--- config.mk ---
export PLATFORM = sky130hd
export DESIGN_NAME = key_expand_128_flat
export DESIGN_NICKNAME = d
export VERILOG_FILES = /design/src/rtl/key_expand_128_if.sv /design/src/rtl/key_expand_128.sv /design/src/flat_wrapper.sv
export SDC_FILE = /design/constraint.sdc
export NUM_CORES = 1
export LEC_CHECK = 0
export CAP_MARGIN = 20
export CELL_PAD_IN_SITES_DETAIL_PLACEMENT = 0
export CELL_PAD_IN_SITES_GLOBAL_PLACEMENT = 1
export CORE_MARGIN = 2
export CORE_UTILIZATION = 40
export DETAILED_ROUTE_END_ITERATION = 7
export PLACE_DENSITY_LB_ADDON = 0.05
export SLEW_MARGIN = 10
export SYNTH_ARGS = -nofsm -noshare
export SYNTH_HDL_FRONTEND = slang
export SYNTH_SLANG_ARGS = --single-unit
export TNS_END_PERCENT = 5
--- constraint.sdc ---
create_clock -name clk -period 11.2 [get_ports clk]
set_clock_uncertainty 0.2 [all_clocks]
set_input_delay 1.12 -clock clk [delete_from_list [all_inputs] [get_ports clk]]
set_output_delay 1.12 -clock clk [all_outputs]
set_load 0.01 [all_outputs]
--- src/rtl/key_expand_128_if.sv ---
// Round-key handshake bundle between the key schedule and the round datapath.
// slave = key schedule side, master = consumer/driver side.
interface key_expand_128_if;
  logic         start;
  logic [127:0] key_in;
  logic         rk_ready;
  logic [127:0] round_key;
  logic         rk_valid;
  logic [3:0]   round_num;
  logic         rk_last;
  logic         busy;

  modport slave (
    input  start, key_in, rk_ready,
    output round_key, rk_valid, round_num, rk_last, busy
  );

  modport master (
    output start, key_in, rk_ready,
    input  round_key, rk_valid, round_num, rk_last, busy
  );
endinterface

--- src/rtl/key_expand_128.sv ---
// AES-128 key expansion: presents round keys 0..10 one per accepted transfer.
// Latency: key 0 one cycle after start; next key one cycle after each transfer; rk_ready low holds the key.

module aes_sbox (
  input  logic [7:0] a_i,
  output logic [7:0] s_o
);
  localparam logic [0:255][7:0] SBOX = {
    128'h637c777bf26b6fc53001672bfed7ab76,
    128'hca82c97dfa5947f0add4a2af9ca472c0,
    128'hb7fd9326363ff7cc34a5e5f171d83115,
    128'h04c723c31896059a071280e2eb27b275,
    128'h09832c1a1b6e5aa0523bd6b329e32f84,
    128'h53d100ed20fcb15b6acbbe394a4c58cf,
    128'hd0efaafb434d338545f9027f503c9fa8,
    128'h51a3408f929d38f5bcb6da2110fff3d2,
    128'hcd0c13ec5f974417c4a77e3d645d1973,
    128'h60814fdc222a908846eeb814de5e0bdb,
    128'he0323a0a4906245cc2d3ac629195e479,
    128'he7c8376d8dd54ea96c56f4ea657aae08,
    128'hba78252e1ca6b4c6e8dd741f4bbd8b8a,
    128'h703eb5664803f60e613557b986c11d9e,
    128'he1f8981169d98e949b1e87e9ce5528df,
    128'h8ca1890dbfe6426841992d0fb054bb16
  };

  assign s_o = SBOX[a_i];
endmodule

module key_expand_128 (
  input  logic             clk,
  input  logic             reset,
  key_expand_128_if.slave  kif
);
  typedef enum logic {IDLE, ISSUE} state_t;

  state_t       state_q, state_d;
  logic [127:0] key_q, key_d;
  logic [3:0]   round_q, round_d;
  logic [7:0]   rcon_q, rcon_d;
  logic         last_q, last_d;

  logic [31:0]  w0, w1, w2, w3;
  logic [31:0]  rot_w3, sub_w3, t;
  logic [31:0]  n0, n1, n2, n3;
  logic [127:0] next_key;
  logic [7:0]   rcon_next;
  logic         xfer;

  assign {w0, w1, w2, w3} = key_q;
  assign rot_w3 = {w3[23:0], w3[31:24]};

  aes_sbox u_sbox0 (.a_i(rot_w3[31:24]), .s_o(sub_w3[31:24]));
  aes_sbox u_sbox1 (.a_i(rot_w3[23:16]), .s_o(sub_w3[23:16]));
  aes_sbox u_sbox2 (.a_i(rot_w3[15:8]),  .s_o(sub_w3[15:8]));
  aes_sbox u_sbox3 (.a_i(rot_w3[7:0]),   .s_o(sub_w3[7:0]));

  assign t        = sub_w3 ^ {rcon_q, 24'h0};
  assign n0       = w0 ^ t;
  assign n1       = w1 ^ n0;
  assign n2       = w2 ^ n1;
  assign n3       = w3 ^ n2;
  assign next_key = {n0, n1, n2, n3};

  // xtime in GF(2^8): 0x80 wraps to 0x1b, giving ...80,1b,36
  assign rcon_next = {rcon_q[6:0], 1'b0} ^ (rcon_q[7] ? 8'h1b : 8'h00);

  assign xfer = (state_q == ISSUE) && kif.rk_ready;

  always_comb begin
    state_d = state_q;
    key_d   = key_q;
    round_d = round_q;
    rcon_d  = rcon_q;
    last_d  = last_q;
    case (state_q)
      IDLE: begin
        if (kif.start) begin
          state_d = ISSUE;
          key_d   = kif.key_in;
          round_d = 4'd0;
          rcon_d  = 8'h01;
          last_d  = 1'b0;
        end
      end
      ISSUE: begin
        if (xfer) begin
          if (round_q == 4'd10) begin
            state_d = IDLE;
            last_d  = 1'b0;
          end else begin
            key_d   = next_key;
            round_d = round_q + 4'd1;
            rcon_d  = rcon_next;
            last_d  = (round_q == 4'd9);
          end
        end
      end
      default: state_d = IDLE;
    endcase
  end

  always_ff @(posedge clk or negedge reset) begin
    if (!reset) begin
      state_q <= IDLE;
      key_q   <= '0;
      round_q <= '0;
      rcon_q  <= 8'h01;
      last_q  <= 1'b0;
    end else begin
      state_q <= state_d;
      key_q   <= key_d;
      round_q <= round_d;
      rcon_q  <= rcon_d;
      last_q  <= last_d;
    end
  end

  assign kif.round_key = key_q;
  assign kif.rk_valid  = (state_q == ISSUE);
  assign kif.round_num = round_q;
  assign kif.rk_last   = last_q;
  assign kif.busy      = (state_q != IDLE);
endmodule

--- src/flat_wrapper.sv ---
// flat-port wrapper written by rule: the top's interface ports become plain ports
module key_expand_128_flat 
  (clk, reset, kif_start, kif_key_in, kif_rk_ready, kif_round_key, kif_rk_valid, kif_round_num, kif_rk_last, kif_busy);
  key_expand_128_if kif_i ();
  input  logic clk;
  input  logic reset;
  input wire logic [$bits(kif_i.start)-1:0] kif_start;
  input wire logic [$bits(kif_i.key_in)-1:0] kif_key_in;
  input wire logic [$bits(kif_i.rk_ready)-1:0] kif_rk_ready;
  output wire logic [$bits(kif_i.round_key)-1:0] kif_round_key;
  output wire logic [$bits(kif_i.rk_valid)-1:0] kif_rk_valid;
  output wire logic [$bits(kif_i.round_num)-1:0] kif_round_num;
  output wire logic [$bits(kif_i.rk_last)-1:0] kif_rk_last;
  output wire logic [$bits(kif_i.busy)-1:0] kif_busy;
  assign kif_i.start = kif_start;
  assign kif_i.key_in = kif_key_in;
  assign kif_i.rk_ready = kif_rk_ready;
  assign kif_round_key = kif_i.round_key;
  assign kif_rk_valid = kif_i.rk_valid;
  assign kif_round_num = kif_i.round_num;
  assign kif_rk_last = kif_i.rk_last;
  assign kif_busy = kif_i.busy;
  key_expand_128 u_core (.clk(clk), .reset(reset), .kif(kif_i));
endmodule
## Word-level counts from Yosys, hierarchy flattened

Memory sizes are Yosys's and may differ from the RTL's.
Index checks and enable logic that the tools add are counted.
Widths: inputs -> output; s select.

| storage, ports and cells | value |
|---|---|
| register bits | 142 |
| bits in read-only memories | 8,192 |
| output and inout bits | 135 |
| input port bits | 132 |
| memories | 4 |
| logic and storage cells | 62 |

Memories:

| name | words | width | rd ports | clocked after Yosys merged registers in | wr ports | RTL line | RTL |
|---|---|---|---|---|---|---|---|
| (name not given) | 256 | 8 | 1 | 0 | 0 | key_expand_128.sv:27 | `assign s_o = SBOX[a_i];` |
| (name not given) | 256 | 8 | 1 | 0 | 0 | key_expand_128.sv:27 |  |
| (name not given) | 256 | 8 | 1 | 0 | 0 | key_expand_128.sv:27 |  |
| (name not given) | 256 | 8 | 1 | 0 | 0 | key_expand_128.sv:27 |  |

| operators by class | value |
|---|---|
| equal/unequal tests | 5 |
| add/subtract/negate cells | 1 |
| reduce and logical (&&, ||, !) cells | 3 |
| mux-type cells | 29 |
| bitwise operators | 11 |
| magnitude comparators | 4 |

Operator list:

| operator | count |
|---|---|
| $mux 128 | 3 |
| $pmux 128 s2 | 1 |
| $xor 32x32->32 | 5 |
| $mux 8 | 11 |
| $ge 9x9->1 const B | 4 |
| $not 8->9 | 4 |
| $pmux 8 s2 | 1 |
| $mux 4 | 3 |
| $eq 4x4->1 const B | 2 |
| $pmux 4 s2 | 1 |
| $xor 8x8->8 | 1 |
| $mux 1 | 6 |
| $ne 2x2->1 const B | 3 |
| $mux 5 | 1 |
| $add 4x1->4 const B | 1 |
| $pmux 1 s2 | 2 |
| $reduce_and 3->1 | 1 |
| $reduce_and 2->1 | 1 |
| $logic_and 1x1->1 | 1 |
| $not 1->1 | 1 |

## Longest topological paths before layout

| logic depth | value |
|---|---|
| depth in word-level cells | 12 |
| mapped depth | 15 |
| mapped depth without buffers | 11 |

## By module

Synthesis repeated with hierarchy kept, for this count alone.

| second synthesis, totals | value |
|---|---|
| cell total of the unflattened synthesis | 2,922 |
| area total of the unflattened synthesis | 21,450.6 µm² |

By module, submodules not included:

| module | instances | area an instance (µm²) | cells an instance | sequential area each (µm²) |
|---|---|---|---|---|
| key_expand_128 | 1 | 8,725.9 | 863 | 3,554.7 |
| aes_sbox at u_core.u_sbox2 ... | 2 | 3,179.3 | 507 | 0.0 |
| aes_sbox at u_core.u_sbox0 | 1 | 3,263.1 | 535 | 0.0 |
| aes_sbox at u_core.u_sbox1 | 1 | 3,103.0 | 510 | 0.0 |

## Worst setup path after synthesis

Ideal clock, no wire load.

| path | value |
|---|---|
| path kind | flip-flop to flip-flop |
| from | register u_core.key_q[9], in the netlist u_core.kif.round_key[9] |
| to | register u_core.key_q[17], in the netlist u_core.kif.round_key[17] |
| slack | 7,365 ps |
| required time | 10,934 ps |
| library setup time | 66 ps |
| cell stages (with the launch flop) | 15 |
| data arrival time | 3,569 ps |
| buffers on the path | 3 |
| clock period less this slack | 3,835 ps |
| cells stage by stage | dfrtp_1 buf_2 buf_2 inv_1 ha_1 clkbuf_1 nor2_1 nor2_1 mux4_2 a32o_1 or4_4 nand4_4 xnor3_1 a31oi_1 o31a_1 |

| on the way | value |
|---|---|
| word-level cells in the longest chain between the ends | 12 |

RTL lines:

| item | RTL line | RTL |
|---|---|---|
| start, declared | key_expand_128.sv:38 | `logic [127:0] key_q, key_d;` |
| start signal, assigned | key_expand_128.sv:112 | `key_q <= key_d;` |
| $not 8->9 (not written as such) | key_expand_128.sv:27 |  |
| $mem_v2 256x8 | - |  |
| $mux 8 (not written as such) (2 in series) | key_expand_128.sv:27 |  |
| $xor 32x32->32 | key_expand_128.sv:58 | `assign t = sub_w3 ^ {rcon_q, 24'h0};` |
| $xor 32x32->32 | key_expand_128.sv:59 | `assign n0 = w0 ^ t;` |
| $xor 32x32->32 | key_expand_128.sv:60 | `assign n1 = w1 ^ n0;` |
| $xor 32x32->32 | key_expand_128.sv:61 | `assign n2 = w2 ^ n1;` |
| $xor 32x32->32 | key_expand_128.sv:62 | `assign n3 = w3 ^ n2;` |
| $mux 128 | key_expand_128.sv:88 | `if (round_q == 4'd10) begin` |
| $mux 128 | key_expand_128.sv:87 | `if (xfer) begin` |
| $pmux 128 s2 | key_expand_128.sv:76 | `case (state_q)` |

No other way between the ends. The select of a mux whose other input is x is not followed.
A chain may end at the register's enable or synchronous reset.

## Worst setup path in the final report

| path | value |
|---|---|
| from | register u_core.key_q[8], in the netlist u_core.kif.round_key[8] |
| to | register u_core.key_q[18], in the netlist u_core.kif.round_key[18] |

Same word-level chain as after synthesis.

==> flow_summary.ini <==
[global_route]
grt_overflow = 0
grt_pass1_wl_um = 166800
track_usage = 0.3555
busiest_layer = met2
grt.met1_usage = 0.4753
grtUsageMet2 = 0.5527
grt_util_met3 = 0.08975
grt_max_degree = 104
grt_antenna_before_repair = 10
grt_pass1_vias = 25113

[floorplan]
ios = 267
rows = 89
die_h_um = 247.9
core-area_sq_mm = 0.05891
initial_core_util = 0.4039
fp.dieW_um = 247.9
dieArea_sq_mm = 0.06145

[yosys]
yosys.area.top_type = dfrtp_1
synth_ff_type = dfrtp_1
async_reset_ff_frac = 1.000
synth_cell_types = 108
synth_edf_count = 0
synth.area.top_cells = dfrtp_1, mux4_2, a21oi_1, o21ai_0, nand2_1
synth-seq-cells = 142
netlist_instances = 3159
synth_area_sq_mm = 0.02380
ys_seq_area_frac = 0.1494
synth.top_cell.area_share = 0.1483
ys_warn_count = 0
syn_nets = 3354
avgSynthCellArea_sq_um = 7.533

[final_layout]
multi_input_area_sq_mm = 0.01823
fillCellCount = 6003
design_area_sq_mm = 0.02669
layout_commonest_cell = clkdlybuf4s50_1
final_cell_mix = clkdlybuf4s50_1, nand2_1, nor2_1
seqCellArea_sq_mm = 0.003591
fin_cells = 3919
areaGrowthSynthToFinish_pct = 12.18
finalNetCount = 3325
drive_gt1_frac = 0.09100

[critical_path]
critPathLaunchType = flip-flop
critPathMaxFanout = 28
cp_cell_sequence = clkinv_1 -> ha_1 -> and2_1 -> nor2_1 -> mux4_2 -> a21oi_1 -> mux2i_1 -> nand4b_1 -> xnor3_1 -> mux2i_1 -> a211oi_1
cp.arrival_ps = 5750
critPathMaxStageDelay_ps = 1070
crit_top_cell = mux2i_1
critPathBufInv = 1
crit_type = reg -> reg
critPathTopFamily = flip-flops
required_ps = 11380
crit_slowest_cell = dfrtp_1
critPathCaptureType = flip-flop

[sta]
finalSetupViolCount = 0
finalMaxSlewViolations = 0
slew_headroom = 0.2598
period_minus_slack_ps = 5569
fin_crit_sh = 0.4972
hold_violations = 0
rsz0062_at_grt = no
fmax_mhz = 179.6
worst_pin_slew_ps = 1110
setup-tns-final_ps = 0

[status]
status = finished, final reports clean

[place]
placed_cell_area_sq_mm = 0.02612
place_inst = 3884
place_congestion = 1.014
portBuffers = 266
hpwlAfterDp_um = 76590

[worst_hold_path]
hold_class = reg -> reg

[drt]
routed_wl_um = 112600
drc_errors = 0
vias = 27330
wire_per_inst_um = 28.74
antenna_left = 0
drtIter0Drc = 3327
firstDrtPassIters = 7
vias_per_cell = 6.974

[clocking]
cts_max_path_buffers = 2
cts_sinks = 142
cts_tree = yes
cts_hold_buffers = 0
cts-resized-gates = 0
ctsRootBufferMaster = clkbuf_16
clk-insertion-delay-late_ps = 490
htreeDepth = 4
cts_buffers = 17
post_cts_buffers = 0
clk_pin_slew_ps = 70

[run]
cap_violations = 0
state kept, by name, indices dropped and copies added (netlist names):
name and count:
u_core.kif.round_num 4, u_core.kif.busy 1, u_core.rcon_q 8, u_core.kif.rk_last 1, u_core.kif.round_key 128
tightest hold or removal path, stage by stage (launching register included):
cell and delay [ps]:
dfrtp_1 360, nand3_1 60, o21ai_0 70
through the flow:
step | hold slack [ps] | utilization | setup slack (ps)
6_report | 326.7 | 0.4532 | 5631
4_1_cts | 334.7 | 0.4530 | 5665
5_1_grt | 363.2 | 0.4531 | 5302
2_1_floorplan | 281.5 | - | 7365
3_3_place_gp | 304.0 | 0.4434 | 5713
3_5_place_dp | 317.5 | 0.4434 | 5675
cells by family (layout without fill, tap and decap cells):
| group | Yosys count | in the layout | share of synthesized area |
|---|---|---|---|
| compound gates | 1135 | 1135 | 0.3307 |
| simple gates | 1061 | 1061 | 0.2254 |
| buf+inv | 434 | 418 | 0.08608 |
| mux | 177 | 177 | 0.1107 |
| xor+xnor | 147 | 147 | 0.06457 |
| flops | 142 | 142 | 0.1494 |
| fa+ha+maj | 63 | 63 | 0.03313 |
| other cells | 0 | 3 | 0 |
synth_stat cells, drive strengths merged, types with 67 or more instances:
cell and count:
a211oi 87, a21oi 214, buf 198, clkbuf 175
dfrtp 141, mux2i 90, mux4 67, nand2 251
nand2b 78, nand3 89, nor2 229, nor2b 73
nor3 125, o21ai 230, o22ai 75, xnor2 91
final cells by class:
cell class,instances,area share
Timing Repair Buffer,325,0.1164
Inverter,61,0.008577
Clock buffer,17,0.01594
Tap cell,773,0.03623
Sequential cell,142,0.1345
Multi-Input combinational cell,2583,0.6828
Antenna cell,3,0.0002812
Clock inverter,15,0.005250
path summary, 6_finish.rpt:
check,startpoint,end,slack (ps),cells after the start
max reg2reg,u_core.kif.round_key[8]$_DFFE_PN0P_,u_core.kif.round_key[18]$_DFFE_PN0P_,5630,11
min in group asynchronous,reset,u_core.kif.round_key[124]$_DFFE_PN0P_,490,1
min,u_core.kif.rk_last$_DFFE_PN0P_,u_core.kif.rk_last$_DFFE_PN0P_,330,2
max in group asynchronous,reset,u_core.kif.round_key[11]$_DFFE_PN0P_,8750,2
min reg2reg,u_core.kif.rk_last$_DFFE_PN0P_,u_core.kif.rk_last$_DFFE_PN0P_,330,2
max,u_core.kif.round_key[8]$_DFFE_PN0P_,u_core.kif.round_key[18]$_DFFE_PN0P_,5630,11
per-layer routing:
layer  part of all wire  vias to the layer above
met5            0.00082                        -
met2               0.45                     1823
met3               0.11                      301
met1               0.40                    13234
met4              0.040                       14
li1                   -                    11958
Power is not shown: default switching activity piles up to over one toggle a cycle in this logic, so the estimate is an artifact.
